<file path="config.mk">
export PLATFORM = sky130hd
export DESIGN_NAME = mem_access_unit_flat
export DESIGN_NICKNAME = d
export VERILOG_FILES = /design/src/rtl/mem_access_unit_if.sv /design/src/rtl/mem_access_unit.sv /design/src/flat_wrapper.sv
export SDC_FILE = /design/constraint.sdc
export NUM_CORES = 1
export LEC_CHECK = 0
export ABC_CLOCK_PERIOD_IN_PS = 4900
export CAP_MARGIN = 20
export CORE_MARGIN = 1
export CORE_UTILIZATION = 31
export DETAILED_ROUTE_END_ITERATION = 12
export PLACE_DENSITY = 0.59
export RECOVER_POWER = 100
export SLEW_MARGIN = 0
export SYNTH_ARGS = -nofsm -noshare
export SYNTH_HDL_FRONTEND = slang
export SYNTH_SLANG_ARGS = --single-unit
export TNS_END_PERCENT = 20
</file>
<file path="constraint.sdc">
create_clock -name clk -period 4.9 [get_ports clk]
set_input_delay 0.98 -clock clk [delete_from_list [all_inputs] [get_ports clk]]
set_output_delay 0.98 -clock clk [all_outputs]
set_load 0.02 [all_outputs]
</file>
<file path="src/rtl/mem_access_unit_if.sv">
// Single-port data RAM bus between the memory access unit (master) and the RAM (slave).
// Read data is returned in the cycle after the read strobe.
interface mem_access_unit_if #(
  parameter int unsigned ADDR_W = 16,
  parameter int unsigned BEAT_W = 32
);
  logic [ADDR_W-1:0] mem_addr;
  logic [BEAT_W-1:0] mem_wdata;
  logic              mem_we;
  logic              mem_re;
  logic [BEAT_W-1:0] mem_rdata;

  modport master (
    output mem_addr, mem_wdata, mem_we, mem_re,
    input  mem_rdata
  );

  modport slave (
    input  mem_addr, mem_wdata, mem_we, mem_re,
    output mem_rdata
  );
endinterface

</file>
<file path="src/rtl/mem_access_unit.sv">
// MEM-stage access unit: splits vector loads/stores into sequential RAM beats,
// reassembles load data, stalls upstream while busy and retires one result per instruction.
module mem_access_unit #(
  parameter int unsigned DATA_W = 192,
  parameter int unsigned BEAT_W = 32,
  parameter int unsigned ADDR_W = 16
) (
  input  logic                clk,
  input  logic                rst,
  input  logic                MemToReg_in,
  input  logic                MemRead_in,
  input  logic                MemWrite_in,
  input  logic                VectorOp_in,
  input  logic [DATA_W-1:0]   alu_in,
  input  logic [DATA_W-1:0]   mux1_in,
  input  logic [3:0]          RR_in,
  output logic                stall,
  mem_access_unit_if.master   mem,
  output logic [DATA_W-1:0]   wb_data,
  output logic [3:0]          wb_RR,
  output logic                wb_MemToReg,
  output logic                wb_valid
);

  localparam int unsigned BEATS = DATA_W / BEAT_W;
  localparam int unsigned CNT_W = $clog2(BEATS + 1);
  localparam int unsigned RR_W  = 4;

  typedef enum logic [1:0] {
    S_IDLE   = 2'd0,
    S_ACCESS = 2'd1,
    S_DRAIN  = 2'd2
  } state_e;

  state_e              r_state;
  state_e              w_state_nxt;
  logic [CNT_W-1:0]    r_cnt;
  logic [CNT_W-1:0]    r_last;
  logic [ADDR_W-1:0]   r_base;
  logic [DATA_W-1:0]   r_wdata;
  logic [DATA_W-1:0]   r_asm;
  logic [RR_W-1:0]     r_rr;
  logic                r_m2r;
  logic                r_is_wr;

  logic [DATA_W-1:0]   r_wb_data;
  logic [RR_W-1:0]     r_wb_rr;
  logic                r_wb_m2r;
  logic                r_wb_valid;

  logic                w_mem_op;
  logic                w_last;
  logic [DATA_W-1:0]   w_asm;
  logic                w_stall;
  logic [ADDR_W-1:0]   w_addr;
  logic [BEAT_W-1:0]   w_wdata;
  logic                w_we;
  logic                w_re;

  assign w_mem_op = MemRead_in | MemWrite_in;
  assign w_last   = (r_cnt == r_last);

  // State register
  always_ff @(negedge clk or negedge rst) begin
    if (!rst) r_state <= S_IDLE;
    else      r_state <= w_state_nxt;
  end

  // Next-state logic
  always_comb begin
    w_state_nxt = r_state;
    unique case (r_state)
      S_IDLE:   if (w_mem_op) w_state_nxt = S_ACCESS;
      S_ACCESS: if (w_last)   w_state_nxt = r_is_wr ? S_IDLE : S_DRAIN;
      S_DRAIN:  w_state_nxt = S_IDLE;
      default:  w_state_nxt = S_IDLE;
    endcase
  end

  // RAM strobes and stall decoded from state, beat counter and captured operands
  always_comb begin
    w_stall = 1'b0;
    w_addr  = '0;
    w_wdata = '0;
    w_we    = 1'b0;
    w_re    = 1'b0;
    unique case (r_state)
      S_ACCESS: begin
        w_stall = 1'b1;
        w_addr  = r_base + ADDR_W'(r_cnt);
        w_we    = r_is_wr;
        w_re    = ~r_is_wr;
        if (r_is_wr) w_wdata = r_wdata[int'(r_cnt) * BEAT_W +: BEAT_W];
      end
      S_DRAIN: w_stall = 1'b1;
      default: ;
    endcase
  end

  // Read data always belongs to the beat issued one cycle earlier
  always_comb begin
    w_asm = r_asm;
    if (r_cnt != '0) w_asm[(int'(r_cnt) - 1) * BEAT_W +: BEAT_W] = mem.mem_rdata;
  end

  always_ff @(negedge clk or negedge rst) begin
    if (!rst) begin
      r_cnt      <= '0;
      r_last     <= '0;
      r_base     <= '0;
      r_wdata    <= '0;
      r_asm      <= '0;
      r_rr       <= '0;
      r_m2r      <= 1'b0;
      r_is_wr    <= 1'b0;
      r_wb_data  <= '0;
      r_wb_rr    <= '0;
      r_wb_m2r   <= 1'b0;
      r_wb_valid <= 1'b0;
    end else begin
      r_wb_valid <= 1'b0;
      unique case (r_state)
        S_IDLE: begin
          if (w_mem_op) begin
            r_base  <= alu_in[ADDR_W-1:0];
            r_wdata <= mux1_in;
            r_rr    <= RR_in;
            r_m2r   <= MemToReg_in;
            r_is_wr <= MemWrite_in;
            r_last  <= VectorOp_in ? CNT_W'(BEATS - 1) : '0;
            r_cnt   <= '0;
            r_asm   <= '0;
          end else begin
            r_wb_data  <= alu_in;
            r_wb_rr    <= RR_in;
            r_wb_m2r   <= MemToReg_in;
            r_wb_valid <= 1'b1;
          end
        end
        S_ACCESS: begin
          r_cnt <= r_cnt + CNT_W'(1);
          if (!r_is_wr) r_asm <= w_asm;
          if (w_last && r_is_wr) begin
            r_cnt      <= '0;
            r_wb_data  <= '0;
            r_wb_rr    <= r_rr;
            r_wb_m2r   <= r_m2r;
            r_wb_valid <= 1'b1;
          end
        end
        S_DRAIN: begin
          r_cnt      <= '0;
          r_asm      <= w_asm;
          r_wb_data  <= w_asm;
          r_wb_rr    <= r_rr;
          r_wb_m2r   <= r_m2r;
          r_wb_valid <= 1'b1;
        end
        default: ;
      endcase
    end
  end

  assign stall         = w_stall;
  assign mem.mem_addr  = w_addr;
  assign mem.mem_wdata = w_wdata;
  assign mem.mem_we    = w_we;
  assign mem.mem_re    = w_re;
  assign wb_data       = r_wb_data;
  assign wb_RR         = r_wb_rr;
  assign wb_MemToReg   = r_wb_m2r;
  assign wb_valid      = r_wb_valid;

endmodule

</file>
<file path="src/flat_wrapper.sv">
// flat-port wrapper written by rule: the top's interface ports become plain ports
module mem_access_unit_flat 
#(
  parameter int unsigned DATA_W = 192,
  parameter int unsigned BEAT_W = 32,
  parameter int unsigned ADDR_W = 16
)
  (clk, rst, MemToReg_in, MemRead_in, MemWrite_in, VectorOp_in, alu_in, mux1_in, RR_in, stall, wb_data, wb_RR, wb_MemToReg, wb_valid, mem_mem_addr, mem_mem_wdata, mem_mem_we, mem_mem_re, mem_mem_rdata);
  mem_access_unit_if #(.ADDR_W(ADDR_W), .BEAT_W(BEAT_W)) mem_i ();
  input  logic clk;
  input  logic rst;
  input  logic MemToReg_in;
  input  logic MemRead_in;
  input  logic MemWrite_in;
  input  logic VectorOp_in;
  input  logic [DATA_W-1:0] alu_in;
  input  logic [DATA_W-1:0] mux1_in;
  input  logic [3:0] RR_in;
  output logic stall;
  output logic [DATA_W-1:0] wb_data;
  output logic [3:0] wb_RR;
  output logic wb_MemToReg;
  output logic wb_valid;
  output wire logic [$bits(mem_i.mem_addr)-1:0] mem_mem_addr;
  output wire logic [$bits(mem_i.mem_wdata)-1:0] mem_mem_wdata;
  output wire logic [$bits(mem_i.mem_we)-1:0] mem_mem_we;
  output wire logic [$bits(mem_i.mem_re)-1:0] mem_mem_re;
  input wire logic [$bits(mem_i.mem_rdata)-1:0] mem_mem_rdata;
  assign mem_mem_addr = mem_i.mem_addr;
  assign mem_mem_wdata = mem_i.mem_wdata;
  assign mem_mem_we = mem_i.mem_we;
  assign mem_mem_re = mem_i.mem_re;
  assign mem_i.mem_rdata = mem_mem_rdata;
  mem_access_unit #(.DATA_W(DATA_W), .BEAT_W(BEAT_W), .ADDR_W(ADDR_W)) u_core (.clk(clk), .rst(rst), .MemToReg_in(MemToReg_in), .MemRead_in(MemRead_in), .MemWrite_in(MemWrite_in), .VectorOp_in(VectorOp_in), .alu_in(alu_in), .mux1_in(mux1_in), .RR_in(RR_in), .stall(stall), .mem(mem_i), .wb_data(wb_data), .wb_RR(wb_RR), .wb_MemToReg(wb_MemToReg), .wb_valid(wb_valid));
endmodule
</file>
==> summary.txt, run 1 <==
================================================================================
Clock latency on the worst-skew pair ..............................      0.61 ns
Share of flip-flops with an asynchronous set or reset .............       100.0%
Maximum fanout count along the critical path ......................            6
Routability Congestion ............................................       0.8835
Hold path startpoint .............................................. u_core.r_wdata[135]$_DFFE_NN0P_
Top Family by Delay on Critical Path ..............................  adder cells
Max IR drop VDD ...................................................  0.0004580 V
Most Frequent Cell on Critical Path ...............................       buf_12
Type of the worst setup path ......................................   reg -> out
Pre-Repair DR Iteration Count .....................................            9
Number of endpoints failing setup at the final stage ..............          335
R2r startpoint .................................................... u_core.r_cnt[0]$_DFFE_NN0P_
Worst-case clock buffer depth .....................................            3
Gr usage total ....................................................       25.24%
Residual antenna-violating net count after detailed routing .......            0
Core outline area .................................................   91520 um^2
Avg Inst Size Synth ...............................................   9.494 um^2
Worst EP arrival ..................................................      4.93 ns
PortBufs ..........................................................          674
Vias per cell .....................................................        5.288
TNS Setup .........................................................    -84.81 ns
Max-slew headroom at the worst pin ................................       21.23%
Area growth, synth to finish ......................................       44.51%
Launching element type of the critical path .......................     register
Final Core Density ................................................       45.18%
Number of unique standard cell types used by synthesis ............           64
Hold Fails Final Rpt ..............................................            0
Number of buffers and inverters on the critical path ..............            2
Residual overflow from global routing .............................            0
Total power draw ..................................................     28.15 mW
Clock buffers created by TritonCTS ................................           73
Nets ..............................................................         4216
Vias after detailed routing .......................................        26530
Total detailed-routing wirelength .................................    120400 um
Failing checks .................................................... negative setup slack
Most numerous cell types in the synthesized netlist ............... nand2_1 (911), dfrtn_1 (610), clkbuf_1 (193), nor2_1 (184), o21ai_0 (125)
Root cell of the clock tree .......................................    clkbuf_16
Net count after synthesis .........................................         3457
Final-report max-slew violation count .............................            0
DIE AREA ..........................................................   93530 um^2
Worst setup path startpoint ....................................... u_core.r_cnt[0]$_DFFE_NN0P_
Critical path data required time ..................................      3.92 ns
Prevailing post-synth register cell ...............................      dfrtn_1
Pin count of the biggest net entering global routing ..............          140
HP Class ..........................................................   reg -> reg
Final worst clock skew ............................................   0.03017 ns
Cells traversed along the worst timing path ....................... buf_12 -> ha_4 -> fa_2 -> a21oi_4 -> nor2b_4 -> and3_4 -> xor2_1 -> and2_4 -> buf_12
Top cell type's share of synthesized area .........................       53.34%
Status ............................................................ complete, but fails checks
Count of flip-flops with a built-in enable after synthesis ........            0
Sequential cell area fraction in the yosys report .................       53.34%
Smallest hold slack ...............................................    0.4174 ns
Remaining DRCs ....................................................            0
Post-CTS Hold Buffers .............................................            0
Count of state elements after synthesis ...........................          610
Instance count of the mapped netlist ..............................         3014
Worst-Margin Slew .................................................     1.181 ns
Max stage delay on crit path ......................................      0.38 ns
HPWL Detailed .....................................................     85560 um
Die boundary height ...............................................     305.8 um
Kind of end point of the critical path ............................  output port
IO Count ..........................................................          675
Clock tree from TritonCTS .........................................        built
Proportion of layout cells with a drive suffix above 1 ............       16.39%
RSZ-0062 raised after global routing ..............................          yes
Leakage component of the power ....................................     18.76 nW
Deepest level of the CTS H-tree ...................................            3
Yosys warnings ....................................................            0
Cell Rows .........................................................          111
Final routed wire length divided by cell count ....................     24.00 um
Global-route wire length before repair ............................    177800 um
Area contributors post-synth ...................................... dfrtn_1 (53%), nand2_1 (12%), a22o_1 (3.6%), clkbuf_1 (2.5%), mux4_2 (2.5%)
Max-cap violations ................................................            0
Number of clock sinks seen by CTS .................................          610
Effective utilization at floorplan ................................       31.27%
Cell area after synthesis .........................................   28620 um^2
Crit-path slowest cell ............................................         fa_2
Most area-hungry cell type in the Yosys netlist ...................      dfrtn_1
Number of antenna violations at the first check in global routing .           14
DIE WIDTH .........................................................     305.8 um
Vias in the first global route ....................................        26730
DR iter-0 viols ...................................................         2558
Setup slack after layout ..........................................    -1.011 ns
Cell Pwr Density .................................................. 680.7 nW/um^2
Cell with the most instances after synthesis ......................      nand2_1
CTS clock-pin slew for the worst setup and hold paths .............      0.04 ns
================================================================================
worst min-delay path, delay by kind of cell, from the launching register on:
kind / cells / cell delay, ns
simple gates: 2 / 0.10
flops: 1 / 0.40
flip-flops by register name, summed over array words and instances (netlist names):
| name | cells |
|---|---|
| u_core.r_m2r | 1 |
| u_core.r_state | 2 |
| u_core.wb_valid | 1 |
| u_core.r_wdata | 192 |
| u_core.r_rr | 4 |
| u_core.wb_RR | 4 |
| u_core.wb_MemToReg | 1 |
| u_core.r_base | 16 |
| u_core.wb_data | 192 |
| u_core.r_asm | 192 |
| u_core.r_cnt | 3 |
| u_core.r_is_wr | 1 |
| u_core.r_last | 1 |
layer usage:
metal | track usage [%] | part of all wire, % | vias to the layer above
li1 | - | - | 12140
met1 | 32.29 | 41 | 13060
met2 | 41.14 | 47 | 1109
met3 | 6.553 | 8.3 | 201
met4 | 8.882 | 3.7 | 18
met5 | 0 | 0.11 | -
placed cells by master (no fill, tap or decap), types with 9 or more instances in the layout:
| master | synthesis | routed |
|---|---|---|
| a21oi_1 | 116 | 114 |
| a221o_1 | 18 | 18 |
| a222oi_1 | 32 | 32 |
| a22o_1 | 116 | 116 |
| a22oi_1 | 89 | 57 |
| a22oi_2 | 0 | 32 |
| a31oi_1 | 92 | 90 |
| a32oi_1 | 64 | 64 |
| and2_1 | 15 | 9 |
| and3_1 | 23 | 22 |
| buf_12 | 0 | 64 |
| buf_4 | 4 | 178 |
| buf_6 | 2 | 39 |
| clkbuf_1 | 193 | 37 |
| clkbuf_16 | 0 | 74 |
| clkbuf_2 | 0 | 20 |
| clkbuf_4 | 0 | 10 |
| clkbuf_8 | 0 | 19 |
| clkdlybuf4s15_1 | 0 | 11 |
| clkdlybuf4s50_1 | 0 | 422 |
| clkinv_2 | 0 | 9 |
| dfrtn_1 | 610 | 610 |
| dlygate4sd2_1 | 0 | 181 |
| ha_1 | 16 | 12 |
| mux2_2 | 52 | 52 |
| mux2i_1 | 38 | 38 |
| mux4_2 | 32 | 32 |
| nand2_1 | 911 | 909 |
| nand4_1 | 22 | 22 |
| nor2_1 | 184 | 171 |
| nor2_2 | 1 | 12 |
| o21ai_0 | 125 | 124 |
| o21ai_1 | 16 | 15 |
| o22ai_1 | 54 | 54 |
| xnor2_1 | 10 | 9 |
per-stage QoR:
stage / cells / worst slack, ns / area, um^2
2_1_floorplan: 3014 / -0.2035 / 28700
3_3_place_gp: 4854 / -0.7897 / 38830
3_5_place_dp: 4854 / -0.7845 / 38830
4_1_cts: 5005 / -1.074 / 41480
5_1_grt: 5014 / -1.072 / 41350
6_report: 5016 / -1.011 / 41350
timing repair:
item / in CTS / in global routing
endpoints found under the hold margin: 0 / 0
resized for setup: 479 / 66
gates cloned: 4 / 0
endpoints found under the setup margin: 396 / 178
pin swaps: 45 / 36
setup buffers: 21 / 7
area by class of cell:
type / count / area [um^2]
Antenna cell: 4 / 10.01
Multi-Input combinational cell: 2111 / 12640
Sequential cell: 610 / 15260
Timing Repair Buffer: 967 / 9505
Fill cell: 8925 / 50170
Clock buffer: 108 / 2170
Inverter: 10 / 50.05
Clock inverter: 20 / 232.7
Tap cell: 1186 / 1484
cells by family after synthesis:
| family | share of synthesized area [%] |
|---|---|
| DFF | 53.34 |
| buffers and inverters | 4.254 |
| adders and majority gates | 0.7695 |
| AOI/OAI and AO/OA | 17.71 |
| muxes | 6.051 |
| and+or+nand+nor | 17.42 |
| xor gates and xnor gates | 0.4547 |
final timing paths:
check,endpoint,slack [ns],cells past startpoint
max reg2reg,u_core.wb_data[92]$_DFFE_NN0P_,0.34,14
max in group asynchronous,u_core.r_asm[157]$_DFFE_NN0P_,0.19,2
min,u_core.r_wdata[135]$_DFFE_NN0P_,0.42,2
max,mem_mem_addr[6],-1.01,9
min reg2reg,u_core.r_wdata[135]$_DFFE_NN0P_,0.42,2
min in group asynchronous,u_core.wb_data[77]$_DFFE_NN0P_,2.91,1
where the power goes:
part           leakage [nW]  internal, mW  switching (mW)
logic                  9.81          5.84            8.81
registers              7.76          6.99            1.00
clock network          1.18          3.15            2.35
Note: power is estimated with default switching activity, not from simulation.
==> run 2: changes to the inputs <==
--- a/config.mk
+++ b/config.mk
@@ -9,9 +9,11 @@
 export CAP_MARGIN = 20
 export CORE_MARGIN = 1
 export CORE_UTILIZATION = 31
+export CTS_BUF_LIST = sky130_fd_sc_hd__clkbuf_4
 export DETAILED_ROUTE_END_ITERATION = 12
 export PLACE_DENSITY = 0.59
 export RECOVER_POWER = 100
+export SKIP_LAST_GASP = 1
 export SLEW_MARGIN = 0
 export SYNTH_ARGS = -nofsm -noshare
 export SYNTH_HDL_FRONTEND = slang
==> run 2 against run 1 <==
Effect of this change: the flow still finishes with violations (negative setup slack); global-route usage rose by 0.26 points; count of clock-buffer cells in the layout is 143 higher; first-iteration DRC count fell by 1.4%; final area barely moved; clock skew increased by 0.0081 ns; sequential share of layout area barely moved; critical path type unchanged; largest cell class unchanged.
==> summary.txt, run 2 (same netlist as run 1, synthesis figures left out) <==
================================================================================
Vias in the first global route ....................................        27410   +2.6%
Effective utilization at floorplan ................................       31.27%   unchanged
Routability Congestion ............................................       0.8835   unchanged
Setup slack after layout ..........................................    -1.298 ns   -0.2878 ns
Number of clock sinks seen by CTS .................................          610   unchanged
Pin count of the biggest net entering global routing ..............          140   unchanged
Worst-case clock buffer depth .....................................            3   unchanged
Most frequent cells in the layout ................................. nand2_1 (909), clkdlybuf4s50_1 (613), dfrtn_1 (610)
Instance area at placement ........................................   38830 um^2   unchanged
Root cell of the clock tree .......................................     clkbuf_4
Residual overflow from global routing .............................            0   unchanged
Hold Fails Final Rpt ..............................................            0   unchanged
HPWL Detailed .....................................................     85560 um   unchanged
Placement-stage worst setup slack .................................   -0.7845 ns   unchanged
Final non-filler cell area ........................................   41320 um^2   about the same
Launching element type of the critical path .......................     register
Maximum fanout count along the critical path ......................            6   unchanged
DIE WIDTH .........................................................     305.8 um   unchanged
Pre-Repair DR Iteration Count .....................................            9   unchanged
Vias per cell .....................................................        5.223   -1.2%
Hold path startpoint .............................................. u_core.r_rr[2]$_DFFE_NN0P_
Cell Rows .........................................................          111   unchanged
Failing checks .................................................... negative setup slack
Final Core Density ................................................       45.14%   about the same
Cell count after placement ........................................         4854   unchanged
R2r startpoint .................................................... u_core.r_cnt[0]$_DFFE_NN0P_
Number of endpoints failing setup at the final stage ..............          585   +75%
Cell Pwr Density .................................................. 676.2 nW/um^2   -0.66%
Max-slew headroom at the worst pin ................................       10.17%   -11 points
Most common cell after layout, fill and taps aside ................      nand2_1
Vias after detailed routing .......................................        27130   +2.3%
Number of antenna violations at the first check in global routing .           18   +4
Number of filler cells placed in the layout .......................         8987   +0.69%
Worst-Margin Slew .................................................     1.348 ns   +0.1660 ns
Type of the worst setup path ......................................   reg -> out
DIE AREA ..........................................................   93530 um^2   unchanged
Global-route wire length before repair ............................    178500 um   +0.40%
Leakage component of the power ....................................     18.48 nW   -1.5%
Worst EP arrival ..................................................      5.22 ns   +0.29 ns
Final worst clock skew ............................................   0.03824 ns   +0.008069 ns
Clock latency on the worst-skew pair ..............................      0.90 ns   +0.29 ns
Kind of end point of the critical path ............................  output port
Status ............................................................ complete, but fails checks
Gr usage total ....................................................       25.50%   +0.26 points
Clock buffers created by TritonCTS ................................          176   +140%
Clock tree from TritonCTS .........................................        built
Final-report max-slew violation count .............................            0   unchanged
Deepest level of the CTS H-tree ...................................            4   +1
Critical path data required time ..................................      3.92 ns   about the same
TNS Setup .........................................................   -187.37 ns   -102.55 ns
Die boundary height ...............................................     305.8 um   unchanged
Core outline area .................................................   91520 um^2   unchanged
PortBufs ..........................................................          674   unchanged
Nets ..............................................................         4326   +2.6%
Max IR drop VDD ...................................................  0.0004693 V   +2.5%
RSZ-0062 raised after global routing ..............................          yes
Proportion of layout cells with a drive suffix above 1 ............       19.42%   +3.0 points
CTS clock-pin slew for the worst setup and hold paths .............      0.04 ns   about the same
DR iter-0 viols ...................................................         2523   -1.4%
Residual antenna-violating net count after detailed routing .......            0   unchanged
Worst setup path startpoint ....................................... u_core.r_cnt[0]$_DFFE_NN0P_
Area growth, synth to finish ......................................       44.38%   about the same
HP Class ..........................................................   reg -> reg
Total detailed-routing wirelength .................................    121700 um   +1.1%
Remaining DRCs ....................................................            0   unchanged
Max-cap violations ................................................            0   unchanged
Final routed wire length divided by cell count ....................     23.42 um   -2.4%
Non-filler cells, final ...........................................         5195   +3.6%
IO Count ..........................................................          675   unchanged
================================================================================
## run 2: critical path, cell delays in order (launching register included)
cell	delay, ns
dfrtn_1	0.53
ha_4	0.19
fa_2	0.22
a21oi_2	0.07
nor2b_4	0.23
and3_4	0.22
xor2_1	0.13
and2_4	0.17
buf_12	0.12
## run 2: timing repair
item	in CTS	in global routing
buffers inserted	23	14
endpoints found under the hold margin	0	0
resized for setup	265	94
setup endpoints to repair	249	291
pin swaps	43	34
hold buffers	0	0
gates cloned	2	2
## run 2: final cells by class
cell class,instances,area [um^2],area share (%)
Inverter,10,50.05,0.1211
Sequential cell,610,15260,36.94
Clock buffer,251,1884,4.561
Timing Repair Buffer,974,9733,23.56
Antenna cell,8,20.02,0.04845
Tap cell,1186,1484,3.592
Clock inverter,45,256.5,0.6208
Multi-Input combinational cell,2111,12620,30.56
## run 2: worst paths after layout
kind                       slack [ns]  depth (start not counted)                             end
max                             -1.30                          8                 mem_mem_addr[6]
min                              0.42                          2      u_core.r_rr[2]$_DFFE_NN0P_
max reg2reg                     -0.17                         15  u_core.wb_data[92]$_DFFE_NN0P_
min reg2reg                      0.42                          2      u_core.r_rr[2]$_DFFE_NN0P_
max in group asynchronous        0.13                          3  u_core.wb_data[19]$_DFFE_NN0P_
min in group asynchronous        2.63                          1  u_core.wb_data[79]$_DFFE_NN0P_
## run 2: stage by stage
stage	total power, mW	hold slack [ns]
2_1_floorplan	15.98	0.4007
3_3_place_gp	22.77	0.4144
3_5_place_dp	22.94	0.4188
4_1_cts	28.22	0.4202
5_1_grt	29.75	0.4324
6_report	27.94	0.4171
## run 2: power by group
part           internal (mW)  leakage, nW  switching [mW]
combinational           6.30         9.45            8.84
sequential              7.00         7.76            1.05
clock                   2.44         1.27            2.31
## run 2: routing by layer
layer,wire [um],GRT usage [%],up-vias
li1,-,-,12460
met1,50030,32.08,13290
met2,57170,40.90,1145
met3,10310,7.762,220
met4,4040,9.922,18
met5,129,0,-
